==> config.mk <==
export PLATFORM = sky130hd
export DESIGN_NAME = fetch_seq_flat
export DESIGN_NICKNAME = d
export VERILOG_FILES = /design/src/rtl/fetch_seq_pkg.sv /design/src/rtl/fetch_seq_if.sv /design/src/rtl/fetch_seq_pc_reg.sv /design/src/rtl/fetch_seq.sv /design/src/flat_wrapper.sv
export SDC_FILE = /design/constraint.sdc
export NUM_CORES = 1
export LEC_CHECK = 0
export ABC_AREA = 0
export BUFFER_PORTS_ARGS = -buffer_cell sky130_fd_sc_hd__clkbuf_2
export CAP_MARGIN = 20
export CORE_MARGIN = 3
export CORE_UTILIZATION = 35
export DETAILED_ROUTE_END_ITERATION = 6
export GPL_TIMING_DRIVEN = 0
export HOLD_SLACK_MARGIN = 0.05
export PLACE_DENSITY = 0.59
export RECOVER_POWER = 50
export SLEW_MARGIN = 20
export SYNTH_ARGS = -nofsm -noshare
export SYNTH_HDL_FRONTEND = slang
export SYNTH_SLANG_ARGS = --single-unit
==> constraint.sdc <==
create_clock -name clk_i -period 1.62 [get_ports clk_i]
set_clock_uncertainty 0.15 [all_clocks]
set_input_delay 0.243 -clock clk_i [delete_from_list [all_inputs] [get_ports clk_i]]
set_output_delay 0.243 -clock clk_i [all_outputs]
set_load 0.005 [all_outputs]
==> src/rtl/fetch_seq_pkg.sv <==
`default_nettype none
// +------------------------------------------------------------------+
// | Module      : fetch_seq_pkg                                       |
// | Description : Shared CPU constants for the instruction fetch      |
// |               sequencer: FSM state encodings and counter width.   |
// | Revision    : 1.0 - initial release                               |
// +------------------------------------------------------------------+
package fetch_seq_pkg;

  // Fetch FSM states; the encodings are fixed and shared across the CPU.
  typedef enum logic [1:0] {
    ST_IDLE = 2'd0,
    ST_REQ  = 2'd1,
    ST_WAIT = 2'd2,
    ST_HOLD = 2'd3
  } fetch_state_e;

  // Wait counter width: large enough for the maximum timeout of 255.
  localparam int unsigned CNT_W = 8;

endpackage : fetch_seq_pkg
`default_nettype wire

==> src/rtl/fetch_seq_if.sv <==
`default_nettype none
// +------------------------------------------------------------------+
// | Module      : fetch_seq_if                                        |
// | Description : Control, memory and instruction-register signals    |
// |               of the fetch sequencer.                             |
// | Revision    : 1.0 - initial release                               |
// +------------------------------------------------------------------+
interface fetch_seq_if #(
  parameter int AW = 8,
  parameter int DW = 16
);
  logic          run;
  logic          br_taken;
  logic [AW-1:0] br_target;
  logic          mem_req;
  logic [AW-1:0] mem_addr;
  logic          mem_rdy;
  logic [DW-1:0] mem_data;
  logic [DW-1:0] instr;
  logic          instr_vld;
  logic          instr_ack;
  logic [AW-1:0] pc;
  logic          err;

  // The fetch sequencer itself.
  modport master (
    input  run, br_taken, br_target, mem_rdy, mem_data, instr_ack,
    output mem_req, mem_addr, instr, instr_vld, pc, err
  );

  // Memory / control / downstream side.
  modport slave (
    output run, br_taken, br_target, mem_rdy, mem_data, instr_ack,
    input  mem_req, mem_addr, instr, instr_vld, pc, err
  );
endinterface : fetch_seq_if
`default_nettype wire

==> src/rtl/fetch_seq_pc_reg.sv <==
`default_nettype none
// +------------------------------------------------------------------+
// | Module      : pc_reg                                              |
// | Description : Program counter with load (redirect), increment     |
// |               modulo 2^AW and synchronous active-low clear.       |
// | Revision    : 1.0 - initial release                               |
// +------------------------------------------------------------------+
module pc_reg #(
  parameter int AW = 8
) (
  input  wire logic          clk_i,
  input  wire logic          clr_ni,
  input  wire logic          load_i,
  input  wire logic [AW-1:0] load_val_i,
  input  wire logic          inc_i,
  output logic      [AW-1:0] pc_o
);

  localparam logic [AW-1:0] C_ONE = {{(AW-1){1'b0}}, 1'b1};

  logic [AW-1:0] pc_q;
  logic [AW-1:0] pc_d;

  // Next PC: a redirect wins over the increment; the add wraps naturally.
  always_comb begin
    pc_d = pc_q;
    if (load_i) begin
      pc_d = load_val_i;
    end else if (inc_i) begin
      pc_d = pc_q + C_ONE;
    end
  end

  // PC register, updated on the falling clock edge.
  always_ff @(negedge clk_i) begin
    if (!clr_ni) begin
      pc_q <= '0;
    end else begin
      pc_q <= pc_d;
    end
  end

  assign pc_o = pc_q;

endmodule : pc_reg
`default_nettype wire

==> src/rtl/fetch_seq.sv <==
`default_nettype none
// +------------------------------------------------------------------+
// | Module      : fetch_seq                                           |
// | Description : Instruction fetch sequencer. Issues one memory read |
// |               at a time, captures the returned instruction, holds |
// |               it until acknowledged, handles branches and a       |
// |               sticky fetch timeout.                               |
// | Revision    : 1.0 - initial release                               |
// +------------------------------------------------------------------+
module fetch_seq
  import fetch_seq_pkg::*;
#(
  parameter int AW  = 8,
  parameter int DW  = 16,
  parameter int TMO = 15
) (
  input  wire logic   clk_i,
  input  wire logic   clr_ni,
  fetch_seq_if.master bus
);

  localparam logic [CNT_W-1:0] C_TMO     = CNT_W'(TMO);
  localparam logic [CNT_W-1:0] C_CNT_ONE = {{(CNT_W-1){1'b0}}, 1'b1};

  fetch_state_e      state_q, state_d;
  logic [CNT_W-1:0]  cnt_q, cnt_d;
  logic [CNT_W-1:0]  cnt_inc;
  logic [DW-1:0]     instr_q, instr_d;
  logic              vld_q, vld_d;
  logic              req_q, req_d;
  logic              err_q, err_d;
  logic              br_eff;
  logic              pc_load;
  logic              pc_inc;
  logic [AW-1:0]     pc;

  pc_reg #(
    .AW (AW)
  ) u_pc_reg (
    .clk_i      (clk_i),
    .clr_ni     (clr_ni),
    .load_i     (pc_load),
    .load_val_i (bus.br_target),
    .inc_i      (pc_inc),
    .pc_o       (pc)
  );

  // Next-state, wait counter, instruction register and PC control.
  // A branch outranks data/timeout, which outranks the downstream ack.
  always_comb begin
    state_d = state_q;
    cnt_d   = cnt_q;
    cnt_inc = cnt_q + C_CNT_ONE;
    instr_d = instr_q;
    vld_d   = vld_q;
    err_d   = err_q;
    pc_inc  = 1'b0;
    // After a timeout the block is frozen in IDLE, so branches are dropped.
    br_eff  = bus.br_taken & ~err_q;
    pc_load = br_eff;

    unique case (state_q)
      ST_IDLE: begin
        if (bus.run && !err_q) begin
          state_d = ST_REQ;
        end
      end
      ST_REQ: begin
        cnt_d   = '0;
        state_d = ST_WAIT;
      end
      ST_WAIT: begin
        if (br_eff) begin
          // Data from the abandoned request is dropped; refetch at target.
          cnt_d   = '0;
          state_d = ST_REQ;
        end else if (bus.mem_rdy) begin
          instr_d = bus.mem_data;
          vld_d   = 1'b1;
          pc_inc  = 1'b1;
          cnt_d   = '0;
          state_d = ST_HOLD;
        end else if (cnt_inc == C_TMO) begin
          err_d   = 1'b1;
          cnt_d   = '0;
          state_d = ST_IDLE;
        end else begin
          cnt_d   = cnt_inc;
        end
      end
      ST_HOLD: begin
        if (br_eff) begin
          vld_d   = 1'b0;
          state_d = ST_REQ;
        end else if (bus.instr_ack) begin
          vld_d   = 1'b0;
          state_d = bus.run ? ST_REQ : ST_IDLE;
        end
      end
      default: begin
        state_d = ST_IDLE;
      end
    endcase

    // The request strobe is registered and is high exactly while in REQ.
    req_d = (state_d == ST_REQ);
  end

  // Sequencer state registers, updated on the falling clock edge.
  always_ff @(negedge clk_i) begin
    if (!clr_ni) begin
      state_q <= ST_IDLE;
      cnt_q   <= '0;
      instr_q <= '0;
      vld_q   <= 1'b0;
      req_q   <= 1'b0;
      err_q   <= 1'b0;
    end else begin
      state_q <= state_d;
      cnt_q   <= cnt_d;
      instr_q <= instr_d;
      vld_q   <= vld_d;
      req_q   <= req_d;
      err_q   <= err_d;
    end
  end

  assign bus.mem_req   = req_q;
  assign bus.mem_addr  = pc;
  assign bus.pc        = pc;
  assign bus.instr     = instr_q;
  assign bus.instr_vld = vld_q;
  assign bus.err       = err_q;

endmodule : fetch_seq
`default_nettype wire

==> src/flat_wrapper.sv <==
// flat-port wrapper written by rule: the top's interface ports become plain ports
module fetch_seq_flat import fetch_seq_pkg::*;
#(
  parameter int AW  = 8,
  parameter int DW  = 16,
  parameter int TMO = 15
)
  (clk_i, clr_ni, bus_run, bus_br_taken, bus_br_target, bus_mem_rdy, bus_mem_data, bus_instr_ack, bus_mem_req, bus_mem_addr, bus_instr, bus_instr_vld, bus_pc, bus_err);
  fetch_seq_if #(.AW(AW), .DW(DW)) bus_i ();
  input  wire logic clk_i;
  input  wire logic clr_ni;
  input wire logic [$bits(bus_i.run)-1:0] bus_run;
  input wire logic [$bits(bus_i.br_taken)-1:0] bus_br_taken;
  input wire logic [$bits(bus_i.br_target)-1:0] bus_br_target;
  input wire logic [$bits(bus_i.mem_rdy)-1:0] bus_mem_rdy;
  input wire logic [$bits(bus_i.mem_data)-1:0] bus_mem_data;
  input wire logic [$bits(bus_i.instr_ack)-1:0] bus_instr_ack;
  output wire logic [$bits(bus_i.mem_req)-1:0] bus_mem_req;
  output wire logic [$bits(bus_i.mem_addr)-1:0] bus_mem_addr;
  output wire logic [$bits(bus_i.instr)-1:0] bus_instr;
  output wire logic [$bits(bus_i.instr_vld)-1:0] bus_instr_vld;
  output wire logic [$bits(bus_i.pc)-1:0] bus_pc;
  output wire logic [$bits(bus_i.err)-1:0] bus_err;
  assign bus_i.run = bus_run;
  assign bus_i.br_taken = bus_br_taken;
  assign bus_i.br_target = bus_br_target;
  assign bus_i.mem_rdy = bus_mem_rdy;
  assign bus_i.mem_data = bus_mem_data;
  assign bus_i.instr_ack = bus_instr_ack;
  assign bus_mem_req = bus_i.mem_req;
  assign bus_mem_addr = bus_i.mem_addr;
  assign bus_instr = bus_i.instr;
  assign bus_instr_vld = bus_i.instr_vld;
  assign bus_pc = bus_i.pc;
  assign bus_err = bus_i.err;
  fetch_seq #(.AW(AW), .DW(DW), .TMO(TMO)) u_core (.clk_i(clk_i), .clr_ni(clr_ni), .bus(bus_i));
endmodule
==> metrics.md, run 1 <==
| Metric | Value |
|---|---|
| Status | finished, violations left |
| Failing checks | negative setup slack |
| R2R Path End | u_core.cnt_q[2]$_SDFFE_NN0P_ |
| CTS tree | built |
| Clk Latency, worst-skew pair | 380 ps |
| # DRC | 0 |
| Final core occ | 77.36% |
| Wire per inst | 15.88 µm |
| Final HPWL DP | 3291 µm |
| Total power | 3.606 mW |
| Syn Area/Cell | 8.066 µm² |
| Worst hold-check path type | flip-flop to flip-flop |
| CP required | 1230 ps |
| Post-Synthesis Cell Area | 0.001823 mm² |
| Clock Pin Slew Worst Setup and Hold Paths | 50 ps |
| Placement Setup Slack | -646.4 ps |
| Initial Util | 37.36% |
| Core box area | 0.004880 mm² |
| Main synth FF type | dfxtp_1 |
| Number of port buffers | 64 |
| Tightest Pin Transition | 345.5 ps |
| Filler cell count in the final layout | 327 |
| Clock power frac | 35.3% |
| Area contributors post-synth | dfxtp_1, nand2_1, a21oi_1 |
| Pwr/cell area | 955.2 mW/mm² |
| R2R Path Start | u_core.state_q[0]$_SDFF_NN0_ |
| Area growth, synth to finish | 107.1% |
| Die Height | 78.17 µm |
| Vias in the first global route | 2143 |
| Post-synth EDFFs | 0 |
| WS Path Type | flip-flop to output port |
| Die width | 78.17 µm |
| CP startpoint | u_core.u_pc_reg.pc_o[0]$_SDFFE_NN0P_ |
| Fin. Hold Viols | 0 |
| Flop2flop setup slack | -280 ps |
| Via density per instance | 5.112 |
| Crit end category | output port |
| Routed wire length | 7112 µm |
| Clock sinks | 37 |
| Final Max Tran Viols | 0 |
| Max_cap viols | 0 |
| First-pass GRT wire length | 9411 µm |
| Int Power | 2.283 mW |
| Fin area | 0.003775 mm² |
| Busiest layer in global routing | met2 |
| Logic pwr share | 34.9% |
| Syn. warnings | 0 |
| Hold Slack | 293.6 ps |
| Antenna Nets Post-Route | 0 |
| Initial antenna violation count | 0 |
| Largest area contributor in the netlist | dfxtp_1 |
| Library cells used by synthesis | 41 |
| Worst EP arrival | 1750 ps |
| WHS Path Cells | 2 |
| Boundary pin count | 65 |
| Diode count | 0 |
| Post-route insts no fill | 448 |
| M3 GR Usage | 7.798% |
| RSZ-0062 raised after global routing | yes |
| Met2 Usage GRT | 29.97% |
| Die area | 0.006111 mm² |
| Total gr overflow | 0 |
| Crit path max fanout | 3 |
| Worst-case clock buffer depth | 2 |
| # nets final | 416 |
| Syn Inst Count | 226 |
| TNS Setup | -21430 ps |
| Syn nets | 262 |
| Inserted Clock Buffers | 5 |
| Post-synth top area share | 40.63% |
| Post-CTS Hold Buffers | 0 |
| CTS root buf | clkbuf_8 |
| Routability cong. | 0.7994 |
| Flop and latch count out of synthesis | 37 |
| Hold_sp | u_core.bus.instr[12]$_SDFFE_NN0P_ |
| Seq/Total Area, Yosys | 40.63% |
| Switch share | 36.68% |
| Switching power of the nets | 1.323 mW |
| Placed cell count | 357 |
| Grt met1 use | 21.57% |
| Worst R2R Path Depth | 6 |
| Sequential Power Share | 29.8% |
| Layout cells sized above 1 | 68.50% |
| Hold Crit Endpoint | u_core.bus.instr[12]$_SDFFE_NN0P_ |
| Largest net degree at the start of global routing | 14 |
| Post-layout worst setup margin | -521.0 ps |
| CTS H-tree lvls | 2 |
| Worst Setup Start Kind | flip-flop |
| Drt first-iter violations | 60 |
| FFs w/ async S/R, synth | 0% |
| Final setup violation count | 72 |
| Pre-Repair DR Iteration Count | 5 |
| Vias | 2290 |
| Placed Area | 0.002367 mm² |
| Rel. slew slack | 76.72% |
| Global Route Usage Sum | 19.44% |
| Rows | 25 |
| Lkg Pwr | 1.740 nW |
| Worst vdd ir | 0.6042 mV |
==> what timing repair did <==
item	in CTS	in global routing
pin swaps	42	37
gates resized for setup	103	104
gates cloned	4	1
endpoints found under the setup margin	72	72
setup buffers	26	20
==> registers in the layout, indices dropped and copies added, names as in the netlist <==
signal,count
u_core.bus.instr,16
u_core.cnt_q,8
u_core.u_pc_reg.pc_o,8
u_core.state_q,2
u_core.bus.err,1
u_core.bus.instr_vld,1
u_core.bus.mem_req,1
==> final cells by class <==
| type | instances | area (µm²) | share of cell area, % |
|---|---|---|---|
| tap | 67 | 83.83 | 2.221 |
| buffer | 18 | 229.0 | 6.066 |
| inverter | 9 | 37.54 | 0.9944 |
| multi-input combinational | 159 | 1431 | 37.92 |
| timing repair buffer | 113 | 924.6 | 24.49 |
| sequential | 37 | 810.8 | 21.48 |
| clock inverter | 40 | 188.9 | 5.005 |
| clock buffer | 5 | 68.82 | 1.823 |
==> worst max path at each step <==
stage,endpoint,slack (ps),depth (start not counted)
after floorplan,u_core.u_pc_reg.pc_o[6]$_SDFFE_NN0P_,-400,6
after global placement,u_core.cnt_q[1]$_SDFFE_NN0P_,-650,5
after detailed placement,u_core.cnt_q[1]$_SDFFE_NN0P_,-650,5
after CTS,bus_pc[4],-500,2
after global routing,bus_pc[0],-550,2
final,bus_pc[0],-520,2
==> synth_stat cells (all sizes together) (4+ instances only) <==
master	number
nand2	38
nor3	6
buf	14
nor2	16
dfxtp	37
nand3	7
and3	4
xnor2	4
a21oi	27
ha	6
o21ai	16
inv	9
clkbuf	6
a211oi	4
==> critical path, cell delays in order (launching register included) <==
cell      delay, ps
dfxtp_4         350
buf_6           110
clkbuf_2        100
==> cell usage in the layout (no fill, tap or decap), types with 3 or more instances in the layout <==
cell type / instances
a211oi_2: 3
a21oi_1: 8
a21oi_2: 19
and3_1: 3
buf_12: 5
buf_4: 33
buf_6: 31
buf_8: 7
clkbuf_2: 49
clkbuf_8: 6
dfxtp_1: 7
dfxtp_2: 17
dfxtp_4: 13
ha_4: 3
inv_1: 43
nand2_1: 7
nand2_2: 9
nand2_4: 22
nand3_1: 6
nor2_1: 14
nor3_4: 3
o21ai_0: 4
o21ai_1: 4
o21ai_2: 5
o21ai_4: 3
xnor2_1: 4
==> power groups by stage <==
stage | clock (mW) | combinational (mW) | sequential (mW)
after global placement | 0.143 | 0.614 | 1.07
after global routing | 1.42 | 1.33 | 1.08
after floorplan | 0.143 | 0.423 | 1.07
final | 1.27 | 1.26 | 1.08
after CTS | 1.27 | 0.885 | 1.06
after detailed placement | 0.143 | 0.621 | 1.07
==> cells by family after synthesis <==
kind of cell | Yosys count | synth area share [%]
AO/OA/AOI/OAI | 59 | 19.42
buffers and inverters | 30 | 8.853
XOR/XNOR | 6 | 2.883
flip-flops | 37 | 40.63
AND/OR/NAND/NOR | 88 | 24.09
adder cells (fa/ha/maj) | 6 | 4.118
==> metal layers <==
layer,wire (µm),share of wire [%]
met3,404,5.7
met1,2737,38
met4,201,2.8
met2,3767,53
met5,0,0
(Power assumes the default switching activity.)
==> run 2, diff against run 1 <==
--- a/config.mk
+++ b/config.mk
@@ -8,12 +8,12 @@
 export ABC_AREA = 0
 export BUFFER_PORTS_ARGS = -buffer_cell sky130_fd_sc_hd__clkbuf_2
 export CAP_MARGIN = 20
-export CORE_MARGIN = 3
+export CORE_MARGIN = 2
 export CORE_UTILIZATION = 35
 export DETAILED_ROUTE_END_ITERATION = 6
 export GPL_TIMING_DRIVEN = 0
 export HOLD_SLACK_MARGIN = 0.05
-export PLACE_DENSITY = 0.59
+export PLACE_DENSITY = 0.57
 export RECOVER_POWER = 50
 export SLEW_MARGIN = 20
 export SYNTH_ARGS = -nofsm -noshare
==> constraint.sdc (replaced) <==
create_clock -name clk_i -period 2.5 [get_ports clk_i]
set_clock_uncertainty 0.15 [all_clocks]
set_input_delay 0.375 -clock clk_i [delete_from_list [all_inputs] [get_ports clk_i]]
set_output_delay 0.375 -clock clk_i [all_outputs]
set_load 0.005 [all_outputs]
==> metrics.md, run 2 (synthesized netlist as in run 1, its figures left out) <==
| Metric | Value |
|---|---|
| Antenna Nets Post-Route | 0 |
| Crit end category | output port |
| Logic pwr share | 22.1% |
| Wire per inst | 11.33 µm |
| Initial Util | 35.92% |
| Global Route Usage Sum | 16.79% |
| Pwr/cell area | 708.6 mW/mm² |
| Int Power | 1.338 mW |
| Core box area | 0.005075 mm² |
| Total gr overflow | 0 |
| Die width | 76.17 µm |
| Initial antenna violation count | 0 |
| Die area | 0.005802 mm² |
| Vias | 1953 |
| Switch share | 32.57% |
| Max_cap viols | 0 |
| Tightest Pin Transition | 462.9 ps |
| Worst hold-check path type | flip-flop to flip-flop |
| Final HPWL DP | 3187 µm |
| Layout cells sized above 1 | 41.38% |
| Worst vdd ir | 0.4256 mV |
| Routability cong. | 0.8044 |
| Final setup violation count | 53 |
| CP required | 1980 ps |
| Die Height | 76.17 µm |
| Placed Area | 0.002296 mm² |
| Placement Setup Slack | -349.3 ps |
| Clock power frac | 43.4% |
| Final Max Tran Viols | 0 |
| Drt first-iter violations | 57 |
| Clock sinks | 37 |
| Max reg flops | 16 |
| Most frequent cells in the layout | clkbuf_2, inv_1, nand2_1 |
| RSZ-0062 raised after global routing | yes |
| CTS H-tree lvls | 2 |
| Post-layout worst setup margin | -181.5 ps |
| Area growth, synth to finish | 53.60% |
| # nets final | 383 |
| Worst EP arrival | 2160 ps |
| Pre-Repair DR Iteration Count | 4 |
| Clk Latency, worst-skew pair | 360 ps |
| Inserted Clock Buffers | 5 |
| # DRC | 0 |
| CTS root buf | clkbuf_8 |
| Worst Setup Start Kind | flip-flop |
| Largest net degree at the start of global routing | 13 |
| Fin area | 0.002800 mm² |
| Sequential Power Share | 34.4% |
| Most common cell after layout, fill and taps aside | clkbuf_2 |
| Failing checks | negative setup slack |
| Rows | 26 |
| Switching power of the nets | 0.6463 mW |
| Diode count | 0 |
| Boundary pin count | 65 |
| Number of port buffers | 64 |
| Routed wire length | 4735 µm |
| Lkg Pwr | 1.338 nW |
| CTS tree | built |
| Status | finished, violations left |
| Fin. Hold Viols | 0 |
| Via density per instance | 4.672 |
| Rel. slew slack | 69.14% |
| Worst-case clock buffer depth | 2 |
| WS Path Type | flip-flop to output port |
| Vias in the first global route | 1939 |
| Clock Pin Slew Worst Setup and Hold Paths | 30 ps |
| Crit path max fanout | 3 |
| First-pass GRT wire length | 8100 µm |
-- run 2: cell types whose count changed in the layout (fill, tap and decap cells not counted), sizes merged --
cell    change
clkbuf      +9
inv         -1
buf        -42
bufinv      +1
-- run 2: layer usage --
| metal | vias up | global-route usage (%) | part of all wire [%] |
|---|---|---|---|
| met5 | - | 0 | 0 |
| met4 | 0 | 9.818 | 2.1 |
| met3 | 9 | 6.280 | 5.8 |
| met2 | 59 | 25.45 | 45 |
| met1 | 871 | 20.37 | 47 |
| li1 | 1014 | - | - |
-- run 2: layout make-up --
| type | instances | area, µm² |
|---|---|---|
| fill | 496 | 2275 |
| multi-input combinational | 159 | 967.2 |
| sequential | 37 | 792.0 |
| timing repair buffer | 78 | 467.9 |
| clock inverter | 40 | 207.7 |
| buffer | 20 | 175.2 |
| tap | 70 | 87.58 |
| clock buffer | 5 | 68.82 |
| inverter | 9 | 33.78 |
-- run 2: path summary, 6_finish.rpt --
check                                                           from                                end  cells past startpoint  slack [ps]
worst max-delay path            u_core.u_pc_reg.pc_o[4]$_SDFFE_NN0P_                          bus_pc[4]                      2        -180
worst min-delay path               u_core.bus.instr[14]$_SDFFE_NN0P_  u_core.bus.instr[14]$_SDFFE_NN0P_                      2         300
worst max register to register          u_core.state_q[0]$_SDFF_NN0_       u_core.cnt_q[2]$_SDFFE_NN0P_                      7         580
worst min register to register     u_core.bus.instr[14]$_SDFFE_NN0P_  u_core.bus.instr[14]$_SDFFE_NN0P_                      2         300
-- run 2: what timing repair did --
action,CTS,global route
buffers inserted,12,2
resized for setup,40,21
pin swaps,0,2
hold buffers,0,0
endpoints found under the setup margin,35,51
-- run 2: per-stage QoR --
stage          hold slack (ps)  cells  TNS [ps]  power [mW]  utilization (%)
6_report                 297.4    418     -3704       1.984            55.18
5_1_grt                  318.3    418     -7217       2.168            55.18
4_1_cts                  299.9    416     -3154       1.993            53.90
3_5_place_dp             297.8    360    -10100       1.175            45.24
3_3_place_gp             293.1    360     -9872       1.173            45.24
2_1_floorplan            302.7    226    -650.2       1.047                -
-- run 2: power groups by stage --
| stage | Clock, mW | Sequential, mW | Combinational, mW |
|---|---|---|---|
| finish | 0.862 | 0.683 | 0.439 |
| global route | 0.978 | 0.692 | 0.498 |
| CTS | 0.891 | 0.681 | 0.421 |
| detailed placement | 0.0928 | 0.694 | 0.389 |
| global placement | 0.0928 | 0.694 | 0.387 |
| floorplan | 0.0928 | 0.689 | 0.265 |
-- run 2: worst max-delay path: stages, from the launching register on --
cell and delay [ps]:
dfxtp_4 350, buf_6 110, clkbuf_2 100
